[config.mk]
export PLATFORM = sky130hd
export DESIGN_NAME = coefficient_loader
export DESIGN_NICKNAME = d
export VERILOG_FILES = /design/src/rtl/coefficient_loader.sv
export SDC_FILE = /design/constraint.sdc
export NUM_CORES = 1
export LEC_CHECK = 0
export CAP_MARGIN = 40
export CORE_MARGIN = 2
export CORE_UTILIZATION = 38
export CTS_CLUSTER_SIZE = 8
export DETAILED_ROUTE_END_ITERATION = 8
export MAX_ROUTING_LAYER = met4
export PLACE_DENSITY = 0.72
export SYNTH_ARGS = -nofsm -noshare
export SYNTH_HDL_FRONTEND = slang
export SYNTH_SLANG_ARGS = --single-unit
export TNS_END_PERCENT = 20
[constraint.sdc]
create_clock -name clk -period 1.8 [get_ports clk]
set_input_delay 0.27 -clock clk [delete_from_list [all_inputs] [get_ports clk]]
set_output_delay 0.27 -clock clk [all_outputs]
set_load 0.03 [all_outputs]
[src/rtl/coefficient_loader.sv]
// -----------------------------------------------------------------------------
// coefficient_loader
//
// Copies a set of four 16-bit coefficients from the host register block into
// a downstream FIR filter, one word at a time, using the filter's modwait
// busy signal as the acknowledge.
//
// Ports
//   clk             : system clock, all state changes on the rising edge
//   rst             : asynchronous, active-high reset
//   new_coeff_set   : host flag, 1 = four new coefficients are waiting
//   coeff_in        : host coefficient word at index coeff_sel
//   modwait         : FIR busy indication (acknowledge of a load request)
//   coeff_sel       : index (0..3) of the coefficient currently addressed
//   fir_coefficient : registered coefficient word presented to the FIR
//   load_coeff      : registered load request to the FIR
//   clear_new_coeff : one-cycle pulse asking the host to clear its flag
//   busy            : 1 while a load sequence is in progress
//   timeout_err     : 1 while parked in ERROR after a handshake timeout
//   state_dbg       : current FSM state, for debug and checker binding
//
// Handshake: load_coeff acts as "valid". It rises together with a stable
// fir_coefficient and stays high until the FIR raises modwait; modwait seen
// high while in LOAD is the only accepted acknowledge. The word is complete
// once modwait drops again. Each of these two waits is bounded to 15 cycles;
// exceeding either one parks the FSM in ERROR until the host drops its flag.
// -----------------------------------------------------------------------------
module coefficient_loader (
    input  logic        clk,
    input  logic        rst,
    input  logic        new_coeff_set,
    input  logic [15:0] coeff_in,
    input  logic        modwait,
    output logic [1:0]  coeff_sel,
    output logic [15:0] fir_coefficient,
    output logic        load_coeff,
    output logic        clear_new_coeff,
    output logic        busy,
    output logic        timeout_err,
    output logic [2:0]  state_dbg
);

    typedef enum logic [2:0] {
        IDLE      = 3'd0,
        SETUP     = 3'd1,
        LOAD      = 3'd2,
        WAIT_DONE = 3'd3,
        CLEAR     = 3'd4,
        ERROR     = 3'd5
    } state_t;

    // The timer holds 0 in the first cycle of LOAD/WAIT_DONE, so the value
    // 14 marks the 15th cycle; failing to exit there moves the timer to 15
    // and the FSM to ERROR.
    localparam logic [3:0] TIMER_LAST = 4'd14;

    state_t      state;
    logic [1:0]  idx;
    logic [3:0]  timer;

    assign coeff_sel = idx;
    assign state_dbg = state;

    // All outputs are registered alongside the state so each one is a clean
    // function of the state being entered.
    always_ff @(posedge clk or posedge rst) begin
        if (rst) begin
            state           <= IDLE;
            idx             <= 2'd0;
            timer           <= 4'd0;
            fir_coefficient <= 16'h0000;
            load_coeff      <= 1'b0;
            clear_new_coeff <= 1'b0;
            busy            <= 1'b0;
            timeout_err     <= 1'b0;
        end else begin
            case (state)
                IDLE: begin
                    // A busy FIR blocks the start of a new sequence.
                    if (new_coeff_set && !modwait) begin
                        state <= SETUP;
                        idx   <= 2'd0;
                        busy  <= 1'b1;
                    end
                end

                SETUP: begin
                    // modwait is deliberately ignored here.
                    fir_coefficient <= coeff_in;
                    state           <= LOAD;
                    load_coeff      <= 1'b1;
                    timer           <= 4'd0;
                end

                LOAD: begin
                    if (modwait) begin
                        state      <= WAIT_DONE;
                        load_coeff <= 1'b0;
                        timer      <= 4'd0;
                    end else if (timer == TIMER_LAST) begin
                        state       <= ERROR;
                        load_coeff  <= 1'b0;
                        busy        <= 1'b0;
                        timeout_err <= 1'b1;
                        timer       <= timer + 4'd1;
                    end else begin
                        timer <= timer + 4'd1;
                    end
                end

                WAIT_DONE: begin
                    if (!modwait) begin
                        // idx never wraps: the last word always ends in CLEAR.
                        if (idx == 2'd3) begin
                            state           <= CLEAR;
                            clear_new_coeff <= 1'b1;
                        end else begin
                            state <= SETUP;
                            idx   <= idx + 2'd1;
                        end
                    end else if (timer == TIMER_LAST) begin
                        state       <= ERROR;
                        busy        <= 1'b0;
                        timeout_err <= 1'b1;
                        timer       <= timer + 4'd1;
                    end else begin
                        timer <= timer + 4'd1;
                    end
                end

                CLEAR: begin
                    state           <= IDLE;
                    clear_new_coeff <= 1'b0;
                    busy            <= 1'b0;
                    idx             <= 2'd0;
                end

                ERROR: begin
                    // Stay parked until the host withdraws the request.
                    if (!new_coeff_set) begin
                        state       <= IDLE;
                        timeout_err <= 1'b0;
                        idx         <= 2'd0;
                    end
                end

                default: begin
                    state           <= IDLE;
                    idx             <= 2'd0;
                    timer           <= 4'd0;
                    load_coeff      <= 1'b0;
                    clear_new_coeff <= 1'b0;
                    busy            <= 1'b0;
                    timeout_err     <= 1'b0;
                end
            endcase
        end
    end

endmodule

==> flow_summary.ini, run 1 <==
[status]
status = finished clean

[worst_setup_path]
crit_cells = 1
reg2reg_slack_ns = 0.25
critical_path_arrival_ns = 1.36
cp_max_fo = 4
crit-reg2reg-launch = coeff_sel[0]
r2r-end = coeff_sel[1]
crit_end = coeff_sel[0]
path_class = reg -> out
cp.required_ns = 1.53
cp_top_family = buffers and inverters
reg2reg_depth = 5
crit_path_end_kind = output pin
path_cells = clkdlybuf4s50_1
cp-startpoint = coeff_sel[0]
startpoint_type = register
cpPeakStageDelay_ns = 0.69
critPathSlowestCell = clkdlybuf4s50_1
crit_buf_inv = 1

[sta]
fin_skew_ns = 0.00461
holdWs_ns = 0.387
fin_crit_ns = 1.63
maxSlewViolCount = 0
slew_headroom_pct = 75.7
post-route-period-util_pct = 90.7
rsz0062_at_grt = no
fmax_ghz = 0.612
fin_setup_tns_ns = 0
max_slew.worst_pin.slew_ns = 0.363
finalSetupViolations = 0
hold_viol = 0

[final_layout]
final_cell_mix = 42 x clkdlybuf4s50_1, 29 x dfrtp_1, 10 x mux2_4, 10 x nor2_1, 8 x a21oi_1
layout_commonest_cell = clkdlybuf4s50_1
post-route-util_pct = 54.1
layout.nets = 214
area_delta_synth_final_pct = 37.9
fin_area_mm2 = 0.00216
final_layout_size_suffix_gt1_share_pct = 17.3
fillers = 318
num_antenna_cells = 0

[synth]
async_flop_share_pct = 100
syn_avg_cell_area_um2 = 11.0
ys_seq_elements = 29
synth_edf_count = 0
yosys_warnings = 0
synth_area_mm2 = 0.00157
synth_fp_nets = 165
ys_seq_area_share_pct = 46.3
synth_cells = 142
synth_cell_type_count = 42
synthFlopType = dfrtp_1

[route]
vias = 1281
drt-pass1-iter-count = 4
initialDrtViolationCount = 47
routed_wl_um = 3600
viasPerCell = 5.32
antenna_left = 0
routedWlPerCell_um = 14.9
drc = 0

[worst_hold_path]
holdCritPathClass = in -> async

[pwr]
vdd_ir_drop_max_mv = 0.913
pwr_density_cell_mw_per_mm2 = 1780
p_leak_uw = 0.000934

[die]
die_x_um = 68.3
dieArea_mm2 = 0.00466
io_pins = 45
num_rows = 23
start_util_pct = 39.2
core_mm2 = 0.00400
dieHeight_um = 68.3

[global_routing]
grt_pass1_wl_um = 5560
globalRouteTotalUtil_pct = 16.7
grt_pass1_vias = 1197
grt.overflow.total = 0
antenna_found_initial = 0
grt_max_degree = 30

[clock_tree]
worstSkewPairLatency_ns = 0.27
cts_buffers = 5
clock_path_buffers = 2
cts_resized = 0
cts_setup_buffers = 0
cts.sinks = 29
tritoncts = built
clk_pin_slew_ns = 0.06
cts_max_level = 2
hold_buffers = 0
cts.root.buffer_cell = clkbuf_8

[run]
maxCapViolCount = 0

[placed_design]
gp_congestion = 0.832
dp_hpwl_um = 2650
post_dp_cell_area_mm2 = 0.00207
io_buffers = 44
## flip-flops by register name (all words and copies together), names as in the netlist
register	cells
clear_new_coeff	1
timeout_err	1
fir_coefficient	16
busy	1
state_dbg	3
timer	4
load_coeff	1
coeff_sel	2
## cell families after synthesis
family          share of synthesized area [%]
simple gates                             14.1
xor+xnor                                 1.12
buf+inv                                  6.30
mux                                      15.9
fa+ha+maj                                2.39
flops                                    46.3
compound gates                           13.9
## synth_stat cells, types with 2 or more instances
cell type | count | area share [%]
nand3b_1 | 2 | 0.96
o21ai_0 | 7 | 2.2
a31oi_1 | 2 | 0.80
inv_1 | 6 | 1.4
nand4_1 | 2 | 0.80
mux2_1 | 2 | 1.4
buf_2 | 4 | 1.3
dfrtp_1 | 29 | 46
nor2b_1 | 2 | 0.80
a21oi_1 | 8 | 2.6
o221ai_1 | 2 | 1.1
nor2_1 | 10 | 2.4
and2b_1 | 2 | 0.96
mux2_2 | 6 | 4.3
a22o_1 | 3 | 1.7
xnor2_1 | 2 | 1.1
nand3_1 | 3 | 0.96
nand2b_1 | 3 | 1.2
ha_1 | 3 | 2.4
mux2_4 | 10 | 9.6
and3_1 | 2 | 0.80
o22ai_1 | 2 | 0.80
nand2_1 | 7 | 1.7
a2bb2oi_1 | 3 | 1.7
buf_4 | 3 | 1.4
## where the power goes
part	switching (µW)	internal [µW]	total [µW]
clock	215	302	517
sequential	219	929	1150
combinational	1120	1060	2180
total	1560	2290	3850
## worst min-delay path, cell delays in order
cell and delay (ns):
clkdlybuf4s50_1 0.40, inv_1 0.06, buf_4 0.33
## metrics by stage
| step | std cells | total power, µW | setup slack, ns |
|---|---|---|---|
| final | 241 | 3850 | 0.167 |
| after global routing | 241 | 4080 | 0.110 |
| after CTS | 241 | 3880 | 0.0115 |
| after detailed placement | 234 | 3340 | 0.0399 |
| after global placement | 234 | 3300 | 0.0851 |
| after floorplan | 142 | 2600 | 0.178 |
## layout make-up
type                    count  area, µm²  share of cell area [%]
clock buffers               7       86.3                    3.99
multi-input cells          96        744                    34.4
repair buffers             52        518                    23.9
flip-flops and latches     29        726                    33.5
inverters                   7       26.3                    1.21
well taps                  50       62.6                    2.89
## worst min path at each step
stage | startpoint | slack, ns | endpoint
after floorplan | rst | 0.35 | busy
after global placement | timeout_err | 0.49 | timeout_err
after detailed placement | fir_coefficient[8] | 0.49 | fir_coefficient[8]
after CTS | rst | 0.40 | state_dbg[0]
after global routing | rst | 0.43 | state_dbg[0]
final | rst | 0.39 | fir_coefficient[0]
## per-layer routing
metal	part of all wire [%]	GRT usage, %
met4	0.81	5.00
met3	4.8	5.10
met1	42	20.2
met2	52	26.8
met5	0	-
Note: power is estimated with default switching activity, not from simulation.
==> run 2, diff against run 1 <==
--- a/config.mk
+++ b/config.mk
@@ -10,8 +10,11 @@
 export CORE_UTILIZATION = 38
 export CTS_CLUSTER_SIZE = 8
 export DETAILED_ROUTE_END_ITERATION = 8
+export HOLD_SLACK_MARGIN = 0.03
 export MAX_ROUTING_LAYER = met4
 export PLACE_DENSITY = 0.72
+export SKIP_CTS_REPAIR_TIMING = 1
+export SLEW_MARGIN = 20
 export SYNTH_ARGS = -nofsm -noshare
 export SYNTH_HDL_FRONTEND = slang
 export SYNTH_SLANG_ARGS = --single-unit
==> results of run 2 <==
No change in the layout: final DEF, timing and power equal those of run 1.
